### src/rtl/pipe_stage_skid.sv
// Generic pipeline stage: valid/ready handshake, 2-entry skid buffer, synchronous flush.
// Optional stall counter output enabled by defining PIPE_STAGE_PERF_EN.
module pipe_stage_skid #(
  parameter int unsigned DW       = 69,
  parameter int unsigned CW       = 2,
  parameter int unsigned DATA_CLR = 0
) (
  input  logic          clk,
  input  logic          reset,
  input  logic          flush,
  input  logic          in_valid,
  output logic          in_ready,
  input  logic [CW-1:0] in_ctrl,
  input  logic [DW-1:0] in_data,
  output logic          out_valid,
  input  logic          out_ready,
  output logic [CW-1:0] out_ctrl,
  output logic [DW-1:0] out_data
`ifdef PIPE_STAGE_PERF_EN
  ,
  output logic [15:0]   stall_cnt
`endif
);

  typedef enum logic [1:0] {StEmpty, StOne, StFull} state_e;

  state_e        state_q, state_d;
  logic [CW-1:0] main_ctrl_q, main_ctrl_d;
  logic [DW-1:0] main_data_q, main_data_d;
  logic [CW-1:0] skid_ctrl_q, skid_ctrl_d;
  logic [DW-1:0] skid_data_q, skid_data_d;
  logic          acc, pop;

  // in_ready depends on registered occupancy only, never on out_ready.
  assign out_valid = (state_q != StEmpty);
  assign in_ready  = (state_q != StFull);
  assign out_ctrl  = out_valid ? main_ctrl_q : '0;
  assign out_data  = main_data_q;
  assign acc       = in_valid & in_ready;
  assign pop       = out_valid & out_ready;

  always_comb begin
    state_d     = state_q;
    main_ctrl_d = main_ctrl_q;
    main_data_d = main_data_q;
    skid_ctrl_d = skid_ctrl_q;
    skid_data_d = skid_data_q;
    if (flush) begin
      state_d     = StEmpty;
      main_ctrl_d = '0;
      skid_ctrl_d = '0;
      if (DATA_CLR != 0) begin
        main_data_d = '0;
        skid_data_d = '0;
      end
    end else begin
      unique case (state_q)
        StEmpty: begin
          if (acc) begin
            main_ctrl_d = in_ctrl;
            main_data_d = in_data;
            state_d     = StOne;
          end
        end
        StOne: begin
          if (acc && pop) begin
            main_ctrl_d = in_ctrl;
            main_data_d = in_data;
          end else if (acc) begin
            skid_ctrl_d = in_ctrl;
            skid_data_d = in_data;
            state_d     = StFull;
          end else if (pop) begin
            state_d = StEmpty;
          end
        end
        StFull: begin
          if (pop) begin
            main_ctrl_d = skid_ctrl_q;
            main_data_d = skid_data_q;
            skid_ctrl_d = '0;
            state_d     = StOne;
          end
        end
        default: state_d = StEmpty;
      endcase
    end
  end

  always_ff @(posedge clk) begin
    if (reset) begin
      state_q     <= StEmpty;
      main_ctrl_q <= '0;
      main_data_q <= '0;
      skid_ctrl_q <= '0;
      skid_data_q <= '0;
    end else begin
      state_q     <= state_d;
      main_ctrl_q <= main_ctrl_d;
      main_data_q <= main_data_d;
      skid_ctrl_q <= skid_ctrl_d;
      skid_data_q <= skid_data_d;
    end
  end

`ifdef PIPE_STAGE_PERF_EN
  logic [15:0] stall_cnt_q;

  // Saturating count of cycles the downstream stalls a valid entry; flush leaves it intact.
  always_ff @(posedge clk) begin
    if (reset) begin
      stall_cnt_q <= '0;
    end else if (out_valid && !out_ready && (stall_cnt_q != 16'hFFFF)) begin
      stall_cnt_q <= stall_cnt_q + 16'd1;
    end
  end

  assign stall_cnt = stall_cnt_q;
`endif

endmodule
### config.mk
export PLATFORM = sky130hd
export DESIGN_NAME = pipe_stage_skid
export DESIGN_NICKNAME = d
export VERILOG_FILES = /design/src/rtl/pipe_stage_skid.sv
export SDC_FILE = /design/constraint.sdc
export NUM_CORES = 1
export LEC_CHECK = 0
export BUFFER_PORTS_ARGS = -buffer_cell sky130_fd_sc_hd__buf_2
export CAP_MARGIN = 40
export CORE_ASPECT_RATIO = 0.75
export CORE_UTILIZATION = 32
export CTS_CLUSTER_DIAMETER = 100
export DETAILED_ROUTE_END_ITERATION = 6
export GPL_TIMING_DRIVEN = 0
export PLACE_DENSITY = 0.59
export SYNTH_ARGS = -nofsm -noshare
export SYNTH_HDL_FRONTEND = slang
export SYNTH_SLANG_ARGS = --single-unit
### constraint.sdc
create_clock -name clk -period 1.8 [get_ports clk]
set_input_delay 0.27 -clock clk [delete_from_list [all_inputs] [get_ports clk]]
set_output_delay 0.27 -clock clk [all_outputs]
set_load 0.01 [all_outputs]
# Yosys cells after proc, flatten, opt, wreduce, memory -nomap -nowiden
# Index checks and enable logic that the tools add are counted.
dict set report totals {
  regBits 144
  inputBits 76
  out_inout_bits 73
  word_cells 46
}
dict set report op_classes {
  n_eq_ne 9
  n_mux 17
  n_bitwise 4
  n_reduce_logical 11
}
# operator n
set op_table {}
lappend op_table {{$mux 69} 3}
lappend op_table {{$pmux 69 s3} 1}
lappend op_table {{$mux 2} 10}
lappend op_table {{$reduce_and 4->1} 4}
lappend op_table {{$ne 2x2->1 const B} 6}
lappend op_table {{$pmux 2 s3} 2}
lappend op_table {{$reduce_and 5->1} 1}
lappend op_table {{$pmux 2 s2} 1}
lappend op_table {{$reduce_bool 2->1} 2}
lappend op_table {{$ne 3x3->1 const B} 1}
lappend op_table {{$reduce_bool 3->1} 1}
lappend op_table {{$and 1x1->1} 2}
lappend op_table {{$eq 2x1->1 const B} 1}
lappend op_table {{$eq 2x2->1 const B} 1}
lappend op_table {{$logic_not 2->1} 1}
lappend op_table {{$not 1->1} 2}
lappend op_table {{$reduce_or 2->1} 1}
lappend op_table {{$logic_and 1x1->1} 1}

# Longest topological paths before layout
dict set report logic_depth {
  ltp_word 6
  ltp_mapped 8
}

# Worst setup path before layout
# No wires, ideal clock.
dict set report synth_timing {
  kind {reg2reg}
  from {register state_q[1]}
  to {register main_data_q[6], in the netlist out_data[6]}
  setup_time_ns 0.157
  arrival_ns 1.417
  required_ns 1.643
  setup_slack_ns 0.225
  path_stages_with_launch 9
  path_buffers 4
  period_less_slack_ns 1.575
  cell_sequence {dfxtp_1 -> nor2b_1 -> buf_2 -> a22o_1 -> buf_4 -> buf_6 -> buf_6 -> a21oi_1 -> a311oi_2}
}
dict set report synth_between {
  elab_chain_len 5
}
# element line_no
set synth_rtl {}
lappend synth_rtl {{start: declaration} 27} ;# state_e state_q, state_d;
lappend synth_rtl {{start signal: assignment} 92} ;# state_q <= StEmpty;
lappend synth_rtl {{start signal: assignment} 98} ;# state_q <= state_d;
lappend synth_rtl {{$ne 2x2->1 / $reduce_bool 2->1 (equally long branches)} {36, 35}}
lappend synth_rtl {{$and 1x1->1 (on tied branches)} {39, 40}}
lappend synth_rtl {{$logic_and 1x1->1} 66} ;# if (acc && pop) begin
lappend synth_rtl {{$ne 2x2->1 (no line)} --}
lappend synth_rtl {{$reduce_and 5->1 (no line)} --}
lappend synth_rtl {{end signal: assignment} 100} ;# main_data_q <= main_data_d;
lappend synth_rtl {{end: declaration} 29} ;# logic [DW-1:0] main_data_q, main_data_d;
# Several ways; a longest one is shown, not always the timed one.
# A chain may end at the register's enable or synchronous reset.

# Final worst setup path
dict set report layout_timing {
  from {register state_q[1]}
  to {output in_ready}
}
dict set report layout_between {
  elab_chain_len 1
}
# element line_no
set layout_rtl {}
lappend layout_rtl {{$ne 2x2->1} 36} ;# assign in_ready = (state_q != StFull);
lappend layout_rtl {{end: declaration} 12} ;# output logic in_ready,
# Every way passes these cells.

==> results.toml <==
[floorplanning]
rows = 44
io_pins = 149
initial_utilization_pct = 32.7
fp.coreArea_um2 = 19400
die_y_um = 124
die_area_um2 = 20400
die_w_um = 164

[cts]
clk_latency_ns = 0.42
root_buffer = "clkbuf_16"
cts_buffers = 17
cts.path.max_buffers = 2
clkSlewWorstSetupHoldPaths_ns = 0.06
cts.htree.levels = 4
cts_hold_buf = 0
tritoncts = "done"
cts.sinks = 144

[global_route]
met2_usage_pct = 27.4
grt_pass1_vias = 5021
top_usage_layer = "met2"
grt_use_met3_pct = 4.33
grt_first_pass_wirelength_mm = 27.2
overflow = 0
grt_max_degree = 17
grt_usage_pct = 17.7
antenna_found_initial = 2
grt_use_met1_pct = 24.2

[critical_path]
required_ns = 1.53
crit_arrival_ns = 1.48
critical_path_class = "reg2out"
r2r_cells = 8
end_kind = "output pin"
cp_max_fo = 10
cp-start-kind = "register"

[placed_design]
gp_congestion = 0.740
dp_hpwl_mm = 12.3
place_area_um2 = 7380
numPortBuffers = 146
dp_worst_setup_slack_ns = -0.446

[pwr]
p_switching_w = 0.00206
pwr-share-comb_pct = 11.8
pwr-share-clk_pct = 45.7
p_leak_nw = 3.46
power.share.switching_pct = 25.8
p_int_w = 0.00591
power.total_w = 0.00797
seqPwrFrac_pct = 42.5
ir_drop_mv = 0.477
powerDensity_nw_per_um2 = 987

[run_status]
status = "finished, final reports clean"

[synthesis]
yosysSeqAreaShare_pct = 45.5
synth_nets = 739
synth_area_leader_cell = "dfxtp_1"
post_synth_instance_area_um2 = 6340
avgSynthCellArea_um2 = 9.56
synth-seq-cells = 144
synth_area_leaders = "dfxtp_1 45%, a311oi_2 14%, a21oi_1 11%, mux2i_1 11%, nand2_1 8.3%"
synth.distinct_cells = 25
yosysWarningCount = 0
syn-instance-count = 663
synth.top_cell.area_share_pct = 45.5

[route]
wl_per_cell_um = 16.3
drtAntennaViolNets = 0
drcViolationCount = 0
vias = 5407
drt_iter0_drc = 277
drt_first_pass_iters = 4
viasPerCell = 4.93
routed_wl_mm = 17.8

[sta]
drv_slew = 0
whs_ns = 0.0968
max_freq_ghz = 0.570
hold_viol_final = 0
period_minus_slack_ns = 1.75
tns_ns = 0
tightest_slew_ns = 0.779
maxSlewHeadroom_pct = 48.1
setup_viol = 0
rsz0062_at_grt = "yes"
fin_crit_sh_pct = 97.5
setup_ws_ns = 0.0456
finClkSkew_ns = 0.00823

[layout]
stdcell_area_um2 = 8080
nFillCells = 1960
area_growth_pct = 27.4
final_nets = 905
layout-drive-gt1-share_pct = 33.7

[hold_path]
hold_path_depth = 3
hold_class = "in2reg"

[job]
maxCapViolCount = 0
## final cells by class
cell class	instances	area (um2)	area share, %
Antenna cell	1	2.50	0.0310
Buffer	69	383	4.74
Clock buffer	19	443	5.48
Clock inverter	13	163	2.01
Inverter	3	13.8	0.170
Multi-Input combinational cell	445	3110	38.5
Sequential cell	144	2890	35.8
Tap cell	253	317	3.92
Timing Repair Buffer	149	753	9.33
## registers in the layout, summed over array words and instances (netlist names)
signal       cells
skid_ctrl_q      2
state_q          2
out_data        69
skid_data_q     69
main_ctrl_q      2
## what timing repair did
action                                  4_1_cts  5_1_grt
buffers inserted                              2        1
resized for setup                            10       17
pin swaps                                     1        7
endpoints found under the setup margin       81      101
## power groups by stage
stage	combinational, W	sequential (W)	clock [W]
after floorplan	0.000528	0.00350	0
after global placement	0.000932	0.00346	0
after detailed placement	0.000941	0.00345	0
after CTS	0.000949	0.00339	0.00372
after global routing	0.00104	0.00340	0.00386
final	0.000944	0.00339	0.00364
## metrics by stage
step | utilization [%] | cells
floorplan | - | 663
global placement | 38.1 | 1062
detailed placement | 38.1 | 1062
CTS | 41.5 | 1095
global route | 41.7 | 1095
finish | 41.7 | 1096
## kinds of logic (layout without fill, tap and decap cells)
logic type / count (synthesis) / in the layout / synth area share [%]
mux: 71 / 71 / 11.2
flops: 144 / 144 / 45.5
other cells: 0 / 1 / 0
simple gates: 157 / 157 / 9.89
buf+inv: 74 / 253 / 5.82
compound gates: 217 / 217 / 27.6
## final timing paths
check / startpoint / to / slack (ns)
worst max-delay path: state_q[1]$_SDFFE_PP0P_ / in_ready / 0.05
worst min-delay path: in_data[41] / skid_data_q[41]$_SDFFE_PP0P_ / 0.1
worst max register to register: state_q[1]$_SDFFE_PP0P_ / out_data[8]$_SDFFE_PP0P_ / 0.09
worst min register to register: skid_data_q[64]$_SDFFE_PP0P_ / skid_data_q[64]$_SDFFE_PP0P_ / 0.45
## Yosys cell counts (all sizes together)
cell	instances
nor2	2
a22o	1
nor2b	2
nor3	4
o21ai	1
o2bb2ai	1
a21oi	143
a311oi	69
nand2b	2
nor4	1
a2111oi	2
inv	3
or2	1
and2	4
dfxtp	144
buf	29
mux2i	71
clkbuf	42
or3	1
nand2	140
## layout by cell type (no fill, tap or decap), types with 2 or more instances in the layout
cell          n
a21oi_1     140
nor2_1        2
a311oi_2     60
nor2b_1       2
and2_1        4
clkinvlp_4    3
nor3_1        3
buf_4         6
clkbuf_2      3
dfxtp_1     142
a21oi_2       3
clkinv_2      3
mux2i_1      71
clkbuf_1     38
nand2_1     140
inv_1         2
buf_6         8
bufinv_16     3
buf_2       160
nand2b_2      2
clkbuf_16    17
a2111oi_2     2
a311oi_1      9
clkinv_4      3
## per-layer routing
| layer | routed length (um) | vias to the layer above |
|---|---|---|
| met1 | 8620 | 2531 |
| met2 | 8050 | 136 |
| met5 | 0 | - |
| li1 | - | 2728 |
| met3 | 992 | 12 |
| met4 | 169 | 0 |
## critical path, cell delays in order (launching register included)
cell,delay [ns]
dfxtp_4,0.36
nor2b_1,0.12
buf_4,0.15
inv_4,0.13
buf_8,0.17
buf_2,0.14
Note: power is estimated with default switching activity, not from simulation.
